## src/rtl/operand_loader_if.sv

```systemverilog
// Byte-stream and operand-pair handshake bundle for operand_loader.
// Optional parity signals exist only when LOADER_PARITY_EN is defined.
interface operand_loader_if;
    logic [7:0]  in_data;
    logic        in_valid;
    logic        in_ready;
    logic [31:0] A;
    logic [31:0] B;
    logic        op_valid;
    logic        op_ready;
`ifdef LOADER_PARITY_EN
    logic        in_parity;
    logic        par_err;
`endif

    modport master (
        output in_data, in_valid, op_ready,
`ifdef LOADER_PARITY_EN
        output in_parity,
        input  par_err,
`endif
        input  in_ready, A, B, op_valid
    );

    modport slave (
        input  in_data, in_valid, op_ready,
`ifdef LOADER_PARITY_EN
        input  in_parity,
        output par_err,
`endif
        output in_ready, A, B, op_valid
    );
endinterface

```

## src/rtl/operand_loader.sv

```systemverilog
// Assembles two 32-bit operands from a byte stream and holds the pair for a downstream adder.
// Define LOADER_PARITY_EN to add per-byte odd-parity checking (in_parity / par_err).
//
// state  | meaning
// LOAD_A | collecting bytes of operand A, cnt = lane index
// LOAD_B | collecting bytes of operand B, cnt = lane index
// HOLD   | pair complete and stable, waiting for op_ready
module operand_loader #(
    parameter bit LSB_FIRST = 1'b1
) (
    input  logic            clk,
    input  logic            rst,
    operand_loader_if.slave bus
);

    typedef enum logic [1:0] {
        LOAD_A = 2'b00,
        LOAD_B = 2'b01,
        HOLD   = 2'b10
    } state_t;

    state_t      state_q, state_d;
    logic [1:0]  cnt_q, cnt_d;
    logic [31:0] a_q, a_d;
    logic [31:0] b_q, b_d;

    logic        xfer;
    logic        byte_ok;
    logic [1:0]  lane;
    logic [4:0]  lane_lsb;

`ifdef LOADER_PARITY_EN
    logic        par_err_q, par_err_d;

    // Odd parity over data plus parity bit marks a good byte.
    assign byte_ok = ^{bus.in_data, bus.in_parity};
`else
    assign byte_ok = 1'b1;
`endif

    assign xfer     = bus.in_valid && (state_q != HOLD);
    assign lane     = LSB_FIRST ? cnt_q : (2'd3 - cnt_q);
    assign lane_lsb = {lane, 3'b000};

    always_comb begin
        state_d = state_q;
        cnt_d   = cnt_q;
        a_d     = a_q;
        b_d     = b_q;

        case (state_q)
            LOAD_A: begin
                if (xfer) begin
                    if (!byte_ok) begin
                        cnt_d = 2'd0;
                    end else begin
                        a_d[lane_lsb +: 8] = bus.in_data;
                        cnt_d              = cnt_q + 2'd1;
                        if (cnt_q == 2'd3) begin
                            state_d = LOAD_B;
                        end
                    end
                end
            end

            LOAD_B: begin
                if (xfer) begin
                    if (!byte_ok) begin
                        // A bad byte abandons the whole pair, not just operand B.
                        state_d = LOAD_A;
                        cnt_d   = 2'd0;
                    end else begin
                        b_d[lane_lsb +: 8] = bus.in_data;
                        cnt_d              = cnt_q + 2'd1;
                        if (cnt_q == 2'd3) begin
                            state_d = HOLD;
                        end
                    end
                end
            end

            HOLD: begin
                if (bus.op_ready) begin
                    state_d = LOAD_A;
                    cnt_d   = 2'd0;
                end
            end

            default: begin
                state_d = LOAD_A;
                cnt_d   = 2'd0;
            end
        endcase
    end

`ifdef LOADER_PARITY_EN
    always_comb begin
        par_err_d = xfer && !byte_ok;
    end
`endif

    always_ff @(posedge clk) begin
        if (rst) begin
            state_q <= LOAD_A;
            cnt_q   <= 2'd0;
            a_q     <= 32'd0;
            b_q     <= 32'd0;
        end else begin
            state_q <= state_d;
            cnt_q   <= cnt_d;
            a_q     <= a_d;
            b_q     <= b_d;
        end
    end

`ifdef LOADER_PARITY_EN
    always_ff @(posedge clk) begin
        if (rst) begin
            par_err_q <= 1'b0;
        end else begin
            par_err_q <= par_err_d;
        end
    end

    assign bus.par_err = par_err_q;
`endif

    assign bus.in_ready = (state_q != HOLD);
    assign bus.op_valid = (state_q == HOLD);
    assign bus.A        = a_q;
    assign bus.B        = b_q;

endmodule

```

## src/flat_wrapper.sv

```systemverilog
// flat-port wrapper written by rule: the top's interface ports become plain ports
module operand_loader_flat 
#(
    parameter bit LSB_FIRST = 1'b1
)
  (clk, rst, bus_in_data, bus_in_valid, bus_op_ready, bus_in_ready, bus_A, bus_B, bus_op_valid);
  operand_loader_if bus_i ();
  input  logic clk;
  input  logic rst;
  input wire logic [$bits(bus_i.in_data)-1:0] bus_in_data;
  input wire logic [$bits(bus_i.in_valid)-1:0] bus_in_valid;
  input wire logic [$bits(bus_i.op_ready)-1:0] bus_op_ready;
  output wire logic [$bits(bus_i.in_ready)-1:0] bus_in_ready;
  output wire logic [$bits(bus_i.A)-1:0] bus_A;
  output wire logic [$bits(bus_i.B)-1:0] bus_B;
  output wire logic [$bits(bus_i.op_valid)-1:0] bus_op_valid;
  assign bus_i.in_data = bus_in_data;
  assign bus_i.in_valid = bus_in_valid;
  assign bus_i.op_ready = bus_op_ready;
  assign bus_in_ready = bus_i.in_ready;
  assign bus_A = bus_i.A;
  assign bus_B = bus_i.B;
  assign bus_op_valid = bus_i.op_valid;
  operand_loader #(.LSB_FIRST(LSB_FIRST)) u_core (.clk(clk), .rst(rst), .bus(bus_i));
endmodule
```

## config.mk

```make
export PLATFORM = sky130hd
export DESIGN_NAME = operand_loader_flat
export DESIGN_NICKNAME = d
export VERILOG_FILES = /design/src/rtl/operand_loader_if.sv /design/src/rtl/operand_loader.sv /design/src/flat_wrapper.sv
export SDC_FILE = /design/constraint.sdc
export NUM_CORES = 1
export LEC_CHECK = 0
export CAP_MARGIN = 40
export CORE_MARGIN = 5
export CORE_UTILIZATION = 66
export DETAILED_ROUTE_END_ITERATION = 16
export DONT_BUFFER_PORTS = 1
export GPL_ROUTABILITY_DRIVEN = 0
export PLACE_DENSITY_LB_ADDON = 0.08
export SLEW_MARGIN = 20
export SYNTH_ARGS = -nofsm -noshare
export SYNTH_HDL_FRONTEND = slang
export SYNTH_SLANG_ARGS = --single-unit
```

## constraint.sdc

```tcl
create_clock -name clk -period 3.15 [get_ports clk]
set_input_delay 0.63 -clock clk [delete_from_list [all_inputs] [get_ports clk]]
set_output_delay 0.63 -clock clk [all_outputs]
set_load 0.005 [all_outputs]
```

==> impl_metrics.ini, run 1 <==
[synth]
synth_edf_count = 0
ys_ff_latch = 68
ys.flop_type = dfxtp_1
synth-warning-count = 0
synthArstFlopShare_pct = 0
synth_cell_types = 34
yosysTopAreaCell = dfxtp_1
yosys-top-cells-area = dfxtp_1 51%, nand2b_1 6.1%, a32o_1 6.0%, nand2_1 3.8%, a21oi_1 3.7%
avgSynthCellArea_um2 = 9.84
syn_nets = 289
syn_area_mm2 = 0.00268
ys_seq_area_share_pct = 50.8
yosysTopAreaCellShare_pct = 50.8
syn_inst = 272

[floorplanning]
rows = 23
ios = 78
initial_core_util_pct = 67.4
core_area_mm2 = 0.00397
die_area_mm2 = 0.00543
dieWidth_um = 73.7
die_y_um = 73.7

[grt]
overflow = 0
use_met3_pct = 9.03
met2_usage_pct = 34.5
grt_use_met1_pct = 29.8
grt_busiest_layer = met2
grt_util_all_layers_pct = 23.7
antenna_found_initial = 0
grt_max_degree = 54
first_global_vias = 1942
grt_pass1_wl_um = 9720

[critical_path]
crit_type = register to register
crit_family = simple AND/OR/NAND/NOR gates
slowest_delay_ns = 0.64
ff2ff_setup_slack_ns = 0.74
crit_path_end = u_core.bus.B[23]
worst_setup_path_end_kind = register
cp_num_cells = 5
startpoint = u_core.cnt_q[0]
worstPathArrival_ns = 2.70
required_ns = 3.44
r2r_end = u_core.bus.B[23]
cp-start-kind = register
path_cells = inv_1, ha_1, nand4b_1, nor4_4, a32o_1
r2r-start = u_core.cnt_q[0]
worst_r2r_path_depth = 5
slowest_stage = nor4_4
cp.buffers_inverters = 1
crit_fanout = 16

[routing]
post_drt_via_cell_ratio = 6.40
drc = 0
drtIter0Drc = 127
wl_per_cell_um = 19.5
vias = 2030
drtAntennaViolNets = 0
routed_wl_um = 6170
drt_pass1_iterations = 4

[layout]
final_cell_count_no_fill = 317
layout_common_cells = 68 x dfxtp_1, 27 x nand2_1, 26 x nand2b_1
design_area_mm2 = 0.00285
antenna_cells = 0
layout.nets = 279
final_common_cell = dfxtp_1
layout-drive-gt1-share_pct = 8.24
syn_to_final_growth_pct = 6.40
final_util_pct = 71.7

[worst_hold_path]
min-delay-path-class = input port to register

[timing]
worstMarginPinSlew_ns = 0.811
fmax_mhz = 415
fin_tns_setup_ns = 0
final-setup-viol-count = 0
maxSlewHeadroom_pct = 45.5
finalHoldViolations = 0
min_period_over_period_pct = 76.5
skew_ns = 0.00878
grt_setup_unrepaired = no
finalMaxSlewViolations = 0
timing.final.crit_period_ns = 2.41

[power]
ir_drop_mv = 0.359
power_mw = 1.68
p_int_mw = 1.29
clkPwrFrac_pct = 42.4
p_seq_share_pct = 52.4
combPwrFrac_pct = 5.2
power.switching_uw = 392
power_density_mw_per_mm2 = 591
leakagePower_nw = 0.941
switching_share_pct = 23.3

[clock_tree]
cts_buffers = 9
clk_latency_ns = 0.35
cts.clk_slew.worst_paths_ns = 0.07
cts_tree = done
cts_num_sinks = 68
cts_setup_buffers = 0
htreeDepth = 3
clk_path_buf_depth = 2
cts_resized = 0
cts_root_buf = clkbuf_8
cts-hold-fix-buffers = 0

[place]
io_buffer_count = 0
dp_hpwl_um = 4190
place_inst = 301
placedInstanceArea_mm2 = 0.00265

[flow_run]
max_cap_violations = 0

[run_status]
status = finished, final reports clean
## worst min-delay path by stage
| stage | cells past startpoint | slack [ns] | startpoint | endpoint |
|---|---|---|---|---|
| after floorplan | 2 | 0.45 | u_core.bus.B[1] | u_core.bus.B[1] |
| after global placement | 2 | 0.46 | u_core.bus.B[2] | u_core.bus.B[2] |
| after detailed placement | 2 | 0.47 | u_core.bus.B[12] | u_core.bus.B[12] |
| after CTS | 1 | 0.33 | rst | u_core.bus.A[28] |
| after global routing | 1 | 0.33 | rst | u_core.bus.A[28] |
| final | 1 | 0.35 | rst | u_core.bus.A[28] |
## synthesized netlist by cell type (all sizes together), types with 4 or more instances
cell type / n
a21oi: 20
a22o: 8
a32o: 16
and4b: 4
buf: 10
clkbuf: 13
dfxtp: 68
ha: 5
nand2: 27
nand2b: 26
nand3: 14
nand3b: 5
nand4: 6
nand4b: 4
o21ai: 6
o22ai: 15
## worst reg2reg max path, delay by kind of cell, from the launching register on
kind / cells / cell delay (ns)
DFF: 1 / 0.56
adders and majority gates: 1 / 0.53
buffers and inverters: 1 / 0.16
and+or+nand+nor: 2 / 0.85
AOI/OAI and AO/OA: 1 / 0.26
## power by group through the flow
stage,registers (mW),logic [mW],clock network (mW)
2_1_floorplan,0.895,0.0952,0
3_3_place_gp,0.900,0.0851,0
3_5_place_dp,0.901,0.0866,0
4_1_cts,0.881,0.0867,0.730
5_1_grt,0.882,0.0955,0.769
6_report,0.881,0.0875,0.714
## cells by family (layout without fill, tap and decap cells)
family	after synthesis	count (layout)	synth area share [%]
AO/OA/AOI/OAI	70	70	18.4
adder cells (fa/ha/maj)	5	5	2.34
AND/OR/NAND/NOR	100	100	22.9
buffers and inverters	26	21	4.44
multiplexers	1	1	0.374
XOR/XNOR	2	2	0.654
flip-flops	68	68	50.8
## registers in the layout, indices dropped and copies added (netlist names)
signal and count:
u_core.bus.A 32, u_core.state_q 2, u_core.cnt_q 2, u_core.bus.B 32
## per-stage QoR
stage	setup WS, ns	hold WS (ns)
6_report	0.740	0.348
5_1_grt	0.524	0.334
4_1_cts	0.747	0.334
3_5_place_dp	0.765	0.465
3_3_place_gp	0.835	0.458
2_1_floorplan	1.30	0.448
## layer usage
metal | vias up | share of wire [%]
li1 | 983 | -
met1 | 954 | 41
met2 | 79 | 46
met3 | 14 | 11
met4 | 0 | 2.3
met5 | - | 0
## cell type report
type	count	area, um2
Sequential cell	68	1360
Multi-Input combinational cell	178	1200
Fill cell	311	1120
Clock buffer	10	138
Clock inverter	6	63.8
Tap cell	50	62.6
Timing Repair Buffer	2	15.0
Inverter	3	11.3
No activity file was read; power rests on OpenSTA's default activity.
==> run 2, diff against run 1 <==
CORE_UTILIZATION = 62   (was 66)
clock period = 2.3 ns   (was 3.15 ns; I/O delays follow)
==> impl_metrics.ini, run 2 (synthesis results as in run 1) <==
[run_status]
status = finished, final reports clean

[critical_path]
cp-start-kind = register
path_cells = inv_1, ha_1, and4bb_1, and4b_1, a22o_1
ff2ff_setup_slack_ns = 0.38
slowest_stage = ha_1
required_ns = 2.53
crit_fanout = 12
cp_num_cells = 5
crit_path_end = u_core.bus.A[1]
r2r-start = u_core.cnt_q[1]
crit_type = register to register
cp.buffers_inverters = 1
worst_r2r_path_depth = 5
worstPathArrival_ns = 2.15
r2r_end = u_core.bus.A[1]
startpoint = u_core.cnt_q[1]
worst_setup_path_end_kind = register
crit_family = simple AND/OR/NAND/NOR gates
slowest_delay_ns = 0.51

[floorplanning]
die_area_mm2 = 0.00573
core_area_mm2 = 0.00409
initial_core_util_pct = 65.5
ios = 78
rows = 23
die_y_um = 75.7
dieWidth_um = 75.7

[timing]
skew_ns = 0.00477
min_period_over_period_pct = 83.5
grt_setup_unrepaired = no
finalHoldViolations = 0
final-setup-viol-count = 0
fmax_mhz = 521
worstMarginPinSlew_ns = 0.679
finalMaxSlewViolations = 0
fin_tns_setup_ns = 0
timing.final.crit_period_ns = 1.92
fin_hold_ws_ns = 0.197
maxSlewHeadroom_pct = 54.5

[clock_tree]
cts_resized = 0
clk_path_buf_depth = 2
cts_num_sinks = 68
cts_tree = done
cts_root_buf = clkbuf_8
cts_setup_buffers = 0
cts-hold-fix-buffers = 0
htreeDepth = 3
cts.clk_slew.worst_paths_ns = 0.07
clk_latency_ns = 0.34
cts_buffers = 9

[layout]
layout.nets = 285
syn_to_final_growth_pct = 6.54
layout_common_cells = 68 x dfxtp_1, 27 x nand2_1, 26 x nand2b_1
fillerInstances = 351
final_common_cell = dfxtp_1
antenna_cells = 0
final_util_pct = 69.8
layout-drive-gt1-share_pct = 9.52

[power]
combPwrFrac_pct = 6.4
switching_share_pct = 24.2
p_seq_share_pct = 55.7
clkPwrFrac_pct = 38.0
leakagePower_nw = 0.962
power.switching_uw = 521
p_int_mw = 1.64
ir_drop_mv = 0.610
power_density_mw_per_mm2 = 756

[routing]
post_drt_via_cell_ratio = 6.33
drc = 0
drtAntennaViolNets = 0
wl_per_cell_um = 19.7
vias = 2045
routed_wl_um = 6350
drt_pass1_iterations = 4
drtIter0Drc = 197

[grt]
first_global_vias = 1898
antenna_found_initial = 0
grt_max_degree = 54
met2_usage_pct = 34.2
use_met3_pct = 10.4
grt_use_met1_pct = 30.4
overflow = 0
grt_busiest_layer = met2
grt_util_all_layers_pct = 23.4
grt_pass1_wl_um = 9790

[flow_run]
max_cap_violations = 0

[place]
dp_hpwl_um = 4340
io_buffer_count = 0

[worst_hold_path]
min-delay-path-class = input port to register
[run 2: cell count changes in the layout (fill, tap and decap cells not counted)]
cell        change
clkinvlp_4      -2
buf_4           +6
clkbuf_8        -1
clkinv_2        +2
clkbuf_1        +2
bufinv_16       -1
[run 2: final cells by class]
cell class,instances,area [um2],area share (%)
sequential,68,1360,47.7
multi-input combinational,178,1200,42.0
clock buffer,11,131,4.61
tap,50,62.6,2.19
timing repair buffer,8,60.1,2.11
clock inverter,5,28.8,1.01
inverter,3,11.3,0.395
[run 2: worst min-delay path by stage]
stage                     slack [ns]             from  depth (start not counted)                to
after floorplan                 0.45  u_core.bus.B[1]                          2   u_core.bus.B[1]
after global placement          0.46  u_core.bus.B[6]                          2   u_core.bus.B[6]
after detailed placement        0.46  u_core.bus.B[0]                          2   u_core.bus.B[0]
after CTS                       0.17              rst                          1  u_core.bus.A[29]
after global routing            0.16              rst                          1  u_core.bus.B[28]
final                           0.20              rst                          1  u_core.bus.A[29]
[run 2: power by group through the flow]
stage / Sequential, mW / Clock [mW] / Combinational [mW]
3_5_place_dp: 1.23 / 0 / 0.136
4_1_cts: 1.20 / 0.832 / 0.138
3_3_place_gp: 1.23 / 0 / 0.134
6_report: 1.20 / 0.819 / 0.137
2_1_floorplan: 1.23 / 0 / 0.130
5_1_grt: 1.20 / 0.900 / 0.150
[run 2: worst register-to-register path, stage by stage (launching register included)]
cell and delay, ns:
dfxtp_1 0.39, inv_1 0.10, ha_1 0.51, and4bb_1 0.27
and4b_1 0.28, a22o_1 0.26
[run 2: through the flow]
stage          power (mW)  cell area (um2)  instances  setup slack [ns]
5_1_grt              2.25             2850        323             0.228
4_1_cts              2.17             2850        323             0.376
3_5_place_dp         1.36             2690        307             0.384
3_3_place_gp         1.36             2690        307             0.465
6_report             2.16             2850        323             0.380
2_1_floorplan        1.36             2680        272             0.446
[run 2: per-layer routing]
metal | up-vias | share of wire, %
met5 | - | 0
met4 | 0 | 1.5
met3 | 8 | 10
met2 | 70 | 47
met1 | 975 | 42
li1 | 992 | -
==> run 3, diff against run 2 <==
CORE_UTILIZATION = 56   (was 62)
clock period = 1.57 ns   (was 2.3 ns; I/O delays follow)
==> impl_metrics.ini, run 3 (synthesis results as in run 1) <==
[routing]
vias = 2148
drtIter0Drc = 102
post_drt_via_cell_ratio = 6.23
wl_per_cell_um = 19.7
routed_wl_um = 6810
drt_pass1_iterations = 4
drtAntennaViolNets = 0
drc = 0

[timing]
min_period_over_period_pct = 96.7
finalMaxSlewViolations = 0
grt_setup_unrepaired = yes
worstMarginPinSlew_ns = 0.392
fmax_mhz = 658
fin_hold_ws_ns = 0.0547
timing.final.crit_period_ns = 1.52
final-setup-viol-count = 0
skew_ns = 0.00701
maxSlewHeadroom_pct = 73.8
finalHoldViolations = 0

[critical_path]
cp.buffers_inverters = 1
r2r_end = u_core.bus.A[5]
ff2ff_setup_slack_ns = 0.05
crit_family = simple AND/OR/NAND/NOR gates
worstPathArrival_ns = 1.75
crit_fanout = 8
r2r-start = u_core.cnt_q[0]
worst_setup_path_end_kind = register
slowest_delay_ns = 0.39
required_ns = 1.80
path_cells = inv_4, ha_4, and4bb_1, and4b_2, a22o_1
worst_r2r_path_depth = 5
crit_type = register to register
slowest_stage = dfxtp_4
cp-start-kind = register

[floorplanning]
die_area_mm2 = 0.00626
core_area_mm2 = 0.00469
die_y_um = 79.1
rows = 25
dieWidth_um = 79.1
ios = 78
initial_core_util_pct = 57.1

[clock_tree]
cts_buffers = 9
htreeDepth = 3
cts.clk_slew.worst_paths_ns = 0.07
cts_tree = done
clk_path_buf_depth = 2
cts_num_sinks = 68
cts_root_buf = clkbuf_8
cts-hold-fix-buffers = 0
clk_latency_ns = 0.34

[run_status]
status = finished, final reports clean

[grt]
overflow = 0
first_global_vias = 2071
antenna_found_initial = 0
grt_max_degree = 54
grt_util_all_layers_pct = 22.7
grt_pass1_wl_um = 10800

[layout]
final_common_cell = dfxtp_1
syn_to_final_growth_pct = 18.6
layout_common_cells = 64 x dfxtp_1, 27 x nand2_1, 25 x buf_4
final_cell_count_no_fill = 345
antenna_cells = 0
final_util_pct = 67.7
layout-drive-gt1-share_pct = 22.3
layout.nets = 303
design_area_mm2 = 0.00318

[power]
power_mw = 3.69
ir_drop_mv = 0.836
leakagePower_nw = 1.10
power_density_mw_per_mm2 = 1160

[place]
place_inst = 326
dp_hpwl_um = 4440
placedInstanceArea_mm2 = 0.00285
io_buffer_count = 0

[worst_hold_path]
holdPathStages = 1
min-delay-path-class = input port to register
whs_endpoint = u_core.bus.A[8]
hold_path.startpoint = rst

[flow_run]
max_cap_violations = 0
run 3: worst max path at each step:
stage | cells past startpoint | to | startpoint | slack (ns)
final | 5 | u_core.bus.A[5] | u_core.cnt_q[0] | 0.05
after global routing | 5 | u_core.bus.A[7] | u_core.cnt_q[0] | -0.03
after CTS | 5 | u_core.bus.A[5] | u_core.cnt_q[1] | 0.009
after detailed placement | 5 | u_core.bus.A[5] | u_core.cnt_q[1] | -0.05
after global placement | 5 | u_core.bus.A[3] | u_core.cnt_q[1] | 0.002
after floorplan | 8 | u_core.bus.A[1] | u_core.cnt_q[0] | -0.12
run 3: layout make-up:
| cell class | instances | area, um2 |
|---|---|---|
| clock buffer | 12 | 165 |
| clock inverter | 4 | 70.1 |
| fill | 373 | 1520 |
| inverter | 3 | 13.8 |
| multi-input combinational | 178 | 1280 |
| sequential | 68 | 1370 |
| tap | 54 | 67.6 |
| timing repair buffer | 26 | 208 |
run 3: worst reg2reg max path, stage by stage (launching register included):
cell and delay (ns):
dfxtp_4 0.39, inv_4 0.06, ha_4 0.29, and4bb_1 0.19
and4b_2 0.28, a22o_1 0.21
run 3: report_power, final:
group | switching, mW | internal [mW] | leakage [nW]
Sequential | 0.0216 | 1.74 | 0.551
Combinational | 0.127 | 0.141 | 0.429
Clock | 0.644 | 1.02 | 0.122
run 3: repair_timing:
item | 4_1_cts | 5_1_grt
setup buffers | 0 | 3
setup endpoints to repair | 24 | 55
pin swaps | 0 | 3
gates resized for setup | 6 | 14
run 3: metrics by stage:
step | setup WS, ns | setup TNS, ns
final | 0.0512 | 0
after global placement | 0.00247 | 0
after detailed placement | -0.0485 | -0.481
after global routing | -0.0254 | -0.157
after floorplan | -0.116 | -1.91
after CTS | 0.00860 | 0
run 3: routing by layer:
layer / vias up / wire, um / global-route usage [%] / part of all wire, %
li1: 1030 / - / - / -
met1: 1037 / 2970 / 28.9 / 44
met2: 73 / 3120 / 34.3 / 46
met3: 8 / 622 / 8.84 / 9.1
met4: 0 / 100 / 9.62 / 1.5
met5: - / 0 / 0 / 0
